===== src/rtl/piso_tx_pkg.sv =====
// Shared types and default sizing for the PISO serial transmit path.
package piso_tx_pkg;

  typedef enum logic [2:0] {
    StIdle,
    StStart,
    StData,
    StParity,
    StStop
  } tx_state_t;

  localparam int unsigned DefWidth      = 8;
  localparam int unsigned DefClksPerBit = 4;

endpackage


===== src/rtl/piso_shift_reg.sv =====
// Parallel-in/serial-out shift register: load beats shift, shifts left with zero fill.
module piso_shift_reg #(
  parameter int unsigned WIDTH = 8
) (
  input  logic             clk,
  input  logic             rst,
  input  logic             load,
  input  logic             shift,
  input  logic [WIDTH-1:0] d,
  output logic [WIDTH-1:0] q
);

  always_ff @(posedge clk) begin
    if (rst) begin
      q <= '0;
    end else if (load) begin
      q <= d;
    end else if (shift) begin
      q <= {q[WIDTH-2:0], 1'b0};
    end
  end

endmodule


===== src/rtl/piso_tx_ctrl.sv =====
// Frame sequencer: start bit, MSB-first data, optional parity, stop bit, each bit
// held CLKS_PER_BIT clocks. Outputs are decoded from registered state only.
module piso_tx_ctrl
  import piso_tx_pkg::*;
#(
  parameter int unsigned WIDTH        = DefWidth,
  parameter int unsigned CLKS_PER_BIT = DefClksPerBit,
  parameter bit          PARITY_EN    = 1'b1,
  parameter bit          PARITY_ODD   = 1'b0
) (
  input  logic             clk,
  input  logic             rst,
  input  logic [WIDTH-1:0] in_data,
  input  logic             in_valid,
  output logic             in_ready,
  output logic             sdo,
  output logic             busy,
  output logic             done
);

  localparam int unsigned BaudW = (CLKS_PER_BIT > 1) ? $clog2(CLKS_PER_BIT) : 1;
  localparam int unsigned BitW  = $clog2(WIDTH) + 1;
  localparam logic [BaudW-1:0] BaudLast = BaudW'(CLKS_PER_BIT - 1);
  localparam logic [BitW-1:0]  BitLast  = BitW'(WIDTH - 1);

  tx_state_t        state_q;
  logic [BaudW-1:0] baud_q;
  logic [BitW-1:0]  bit_q;
  logic             parity_q;
  logic [WIDTH-1:0] shreg_q;
  logic             baud_end;
  logic             load;
  logic             shift;
  logic             unused_shreg;

  assign baud_end = (baud_q == BaudLast);
  assign load     = (state_q == StIdle) && in_valid;
  assign shift    = (state_q == StData) && baud_end;

  piso_shift_reg #(
    .WIDTH(WIDTH)
  ) u_shift_reg (
    .clk  (clk),
    .rst  (rst),
    .load (load),
    .shift(shift),
    .d    (in_data),
    .q    (shreg_q)
  );

  // Only the MSB reaches the line; the rest of the register just feeds it.
  assign unused_shreg = ^shreg_q[WIDTH-2:0];

  always_ff @(posedge clk) begin
    if (rst) begin
      state_q  <= StIdle;
      baud_q   <= '0;
      bit_q    <= '0;
      parity_q <= 1'b0;
    end else begin
      // The baud counter clears at every bit boundary, which is also every state change.
      if (state_q == StIdle || baud_end) begin
        baud_q <= '0;
      end else begin
        baud_q <= baud_q + 1'b1;
      end

      case (state_q)
        StIdle: begin
          if (in_valid) begin
            bit_q    <= '0;
            parity_q <= (^in_data) ^ PARITY_ODD;
            state_q  <= StStart;
          end
        end
        StStart: begin
          if (baud_end) state_q <= StData;
        end
        StData: begin
          if (baud_end) begin
            bit_q <= bit_q + 1'b1;
            if (bit_q == BitLast) state_q <= PARITY_EN ? StParity : StStop;
          end
        end
        StParity: begin
          if (baud_end) state_q <= StStop;
        end
        StStop: begin
          if (baud_end) state_q <= StIdle;
        end
        default: state_q <= StIdle;
      endcase
    end
  end

  assign in_ready = (state_q == StIdle);
  assign busy     = (state_q != StIdle);
  assign done     = (state_q == StStop) && baud_end;

  always_comb begin
    sdo = 1'b1;
    case (state_q)
      StStart:  sdo = 1'b0;
      StData:   sdo = shreg_q[WIDTH-1];
      StParity: sdo = parity_q;
      default:  sdo = 1'b1;
    endcase
  end

endmodule


===== config.mk =====
export PLATFORM = sky130hd
export DESIGN_NAME = piso_tx_ctrl
export DESIGN_NICKNAME = d
export VERILOG_FILES = /design/src/rtl/piso_tx_pkg.sv /design/src/rtl/piso_shift_reg.sv /design/src/rtl/piso_tx_ctrl.sv
export SDC_FILE = /design/constraint.sdc
export NUM_CORES = 1
export LEC_CHECK = 0
export ABC_AREA = 1
export BUFFER_PORTS_ARGS = -buffer_cell sky130_fd_sc_hd__clkbuf_2
export CAP_MARGIN = 5
export CELL_PAD_IN_SITES_DETAIL_PLACEMENT = 0
export CELL_PAD_IN_SITES_GLOBAL_PLACEMENT = 2
export CORE_MARGIN = 2
export CORE_UTILIZATION = 32
export CTS_CLUSTER_SIZE = 40
export DETAILED_ROUTE_END_ITERATION = 10
export GPL_TIMING_DRIVEN = 0
export PLACE_DENSITY = 0.8
export SETUP_SLACK_MARGIN = 0.05
export SKIP_CTS_REPAIR_TIMING = 1
export SYNTH_ARGS = -nofsm -noshare
export SYNTH_HDL_FRONTEND = slang
export SYNTH_SLANG_ARGS = --single-unit

===== constraint.sdc =====
create_clock -name clk -period 3.6 [get_ports clk]
set_input_delay 0.18 -clock clk [delete_from_list [all_inputs] [get_ports clk]]
set_output_delay 0.18 -clock clk [all_outputs]
set_load 0.02 [all_outputs]

==> results.cfg <==
[global_route]
number_of_global_route_vias_before_repair = 952
groute.usage.overall_pct = 13.24
first_pass_grt_wire_length_um = 4140
grt.overflow.total = 0
initial_antenna_violation_count = 0
grt_max_degree = 11

[floorplanning]
floorplan.die.height_um = 62.49
fp-row-count = 21
die-area_um2 = 3905
core_ar_um2 = 3311
die_boundary_width_um = 62.49
io_pins = 15
initial_utilization_pct = 33.07

[drt]
routed_via_density = 4.283
via_count = 1015
avgRoutedWirePerCell_um = 9.806
detailed_route_wire_length_um = 2324
drt_first_pass_iters = 4
route.detailed.drc = 0
initialDrtViolationCount = 56
postRouteAntennaNets = 0

[placement]
post-place-ws_ps = 2126
place.gp.congestion = 0.7058
dp.final_hpwl_um = 1813
detailed_place.area_um2 = 1222
post-place-cells = 233
placement.io_buffers = 14

[sta]
grt_setup_unrepaired = no
fin_worst_skew_ps = 8.924
slew_violations = 0
final-hold-violation-count = 0
timing.max_slew.rel_slack_pct = 76.33
achievable-frequency_ghz = 0.6556
finalCriticalPeriod_ps = 1525
setup_tns_ps = 0
worst_slew_pin_slew_ps = 353.7
report.final.setup_viol = 0
final.period_utilization_pct = 42.37
post-route-worst-setup-slack_ps = 2075

[layout]
final_layout_size_suffix_gt1_share_pct = 16.75
stdcell_area_um2 = 1259
final_cells = 237
final_nets = 205
area_growth_pct = 14.97
antenna_cells_inserted = 0

[yosys]
synth-async-reset-ratio_pct = 0
synth.lib_cells_used.distinct = 25
synth_top_cells_by_area = sky130_fd_sc_hd__dfxtp_1 (33%), sky130_fd_sc_hd__nand2_1 (17%), sky130_fd_sc_hd__nor2_1 (10%)
main_synth_ff_type = sky130_fd_sc_hd__dfxtp_1
mappedNetlistNets = 186
postSynthRegisterBits = 18
largest_area_contributor_in_the_synthesized_netlist = sky130_fd_sc_hd__dfxtp_1
synthesis.area_um2 = 1095
synth.top_cell.area_share_pct = 32.91
yosys_warnings = 0
yosysSeqAreaShare_pct = 32.91
count_of_flip_flops_with_a_built_in_enable_after_synthesis = 0
syn_area_per_cell_um2 = 6.328
synth_cells = 173

[clock_network]
cts_htree_levels = 1
tritoncts.num_buffers = 3
tritoncts = yes
path_clk_slew_ps = 110
clk-insertion-delay-late_ps = 310
cts.sink_count = 18
clock_tree.buffer_depth = 2
clock_tree.root_cell = sky130_fd_sc_hd__clkbuf_4

[worst_setup_path]
cp_slowest_stage_delay_ps = 480
crit_chain = nand2_1 > nor2_1 > nand2_1 > nand2_1 > clkbuf_2
r2r-start = state_q[0]$_SDFFE_PP0P_
critPathMaxFanout = 7
worst-r2r-setup-slack_ps = 2150
worstSetupStartpoint = state_q[1]$_SDFFE_PP0P_
worst-path-buf-inv = 1
cp_slowest_cell = sky130_fd_sc_hd__dfxtp_1
cp.required_ps = 3420
worstSetupStartpointType = flop
most_frequent_cell_on_the_critical_path = sky130_fd_sc_hd__nand2_1
timing.setup.critical_path_class = reg -> out
crit_path_end_kind = output port
worstPathArrival_ps = 1350
path_delay_family = flip-flops

[power_and_ir_drop]
power-per-cell-area_nw_per_um2 = 643.4
peakVddDrop_uv = 172.0
total_power_uw = 809.8
power.static_leakage_nw = 0.6516

[flow_run]
cap_viol_max_count = 0

[outcome]
run_status = completed

[worst_hold_path]
hold_path.startpoint = rst
min_path_type = in -> reg
==> cells in the final DEF (no fill, tap or decap) <==
cell                       synthesis  routed
sky130_fd_sc_hd__buf_2             1       1
sky130_fd_sc_hd__o21ai_2           1       1
sky130_fd_sc_hd__a21oi_1           8       8
sky130_fd_sc_hd__xnor2_1           1       1
sky130_fd_sc_hd__clkbuf_4          0       3
sky130_fd_sc_hd__nand3b_1          2       2
sky130_fd_sc_hd__a21oi_2           1       1
sky130_fd_sc_hd__nor2_1           30      30
sky130_fd_sc_hd__nand2_4           2       2
sky130_fd_sc_hd__nand2_1          51      51
sky130_fd_sc_hd__inv_2             1       1
sky130_fd_sc_hd__inv_1            22      22
sky130_fd_sc_hd__o21ai_1           3       3
sky130_fd_sc_hd__nor2_8            1       1
sky130_fd_sc_hd__buf_6             2       2
sky130_fd_sc_hd__a211oi_1          1       1
sky130_fd_sc_hd__dfxtp_1          18      18
sky130_fd_sc_hd__nor4_1            1       1
sky130_fd_sc_hd__nand2_2           2       2
sky130_fd_sc_hd__or2_2             1       1
sky130_fd_sc_hd__clkbuf_8          0       1
sky130_fd_sc_hd__nor2_4            1       1
sky130_fd_sc_hd__ha_1              2       2
sky130_fd_sc_hd__clkbuf_2          0      14
sky130_fd_sc_hd__nand3_1           9       9
sky130_fd_sc_hd__inv_4             1       1
sky130_fd_sc_hd__o21a_1            1       1
sky130_fd_sc_hd__o21ai_0          10      10
==> path summary, 6_finish.rpt <==
| path | end | cells past startpoint |
|---|---|---|
| setup / recovery | sdo | 5 |
| hold / removal | state_q[2]$_SDFFE_PP0P_ | 2 |
| setup reg to reg | bit_q[2]$_SDFFE_PP0P_ | 8 |
| hold reg to reg | baud_q[0]$_SDFF_PP0_ | 1 |
==> sequential cells by signal, indices dropped and copies added (netlist names) <==
name           cells
u_shift_reg.q      8
bit_q              4
parity_q           1
baud_q             2
state_q            3
==> Yosys cell counts, types with 2 or more instances <==
| cell | instances |
|---|---|
| sky130_fd_sc_hd__buf_6 | 2 |
| sky130_fd_sc_hd__dfxtp_1 | 18 |
| sky130_fd_sc_hd__inv_1 | 22 |
| sky130_fd_sc_hd__ha_1 | 2 |
| sky130_fd_sc_hd__nand3_1 | 9 |
| sky130_fd_sc_hd__nand2_1 | 51 |
| sky130_fd_sc_hd__nand2_2 | 2 |
| sky130_fd_sc_hd__nand2_4 | 2 |
| sky130_fd_sc_hd__nor2_1 | 30 |
| sky130_fd_sc_hd__nand3b_1 | 2 |
| sky130_fd_sc_hd__a21oi_1 | 8 |
| sky130_fd_sc_hd__o21ai_0 | 10 |
| sky130_fd_sc_hd__o21ai_1 | 3 |
==> kinds of logic (layout without fill, tap and decap cells) <==
logic type / Yosys count / after routing / share of synthesized area, %
flip-flops: 18 / 18 / 32.91
adder cells (fa/ha/maj): 2 / 2 / 2.285
AO/OA/AOI/OAI: 25 / 25 / 12.57
AND/OR/NAND/NOR: 100 / 100 / 40.46
XOR/XNOR: 1 / 1 / 0.8001
buffers and inverters: 27 / 45 / 10.97
==> routing by layer <==
metal	up-vias	wire [um]	track usage, %
met3	4	41	1.622
met4	0	40	6.667
met1	426	1203	17.81
met2	10	1038	20.83
li1	575	-	-
met5	-	0	0
==> layout make-up <==
| class | count | area [um2] |
|---|---|---|
| Fill cell | 382 | 2052 |
| Timing Repair Buffer | 14 | 70.07 |
| Clock buffer | 4 | 36.28 |
| Multi-Input combinational cell | 128 | 614.3 |
| Buffer | 3 | 27.53 |
| Tap cell | 46 | 57.56 |
| Sequential cell | 18 | 360.3 |
| Inverter | 24 | 92.59 |
==> metrics by stage <==
step,hold WS (ps),utilization [%]
finish,40.36,38.02
detailed placement,366.7,36.92
global route,41.58,38.02
floorplan,249.1,-
CTS,33.97,38.02
global placement,363.3,36.92
==> where the power goes <==
group          switching, mW  internal [mW]
sequential            0.0389          0.254
clock                 0.0722         0.0617
combinational          0.242          0.141
total                  0.353          0.457
Note: power is estimated with default switching activity, not from simulation.
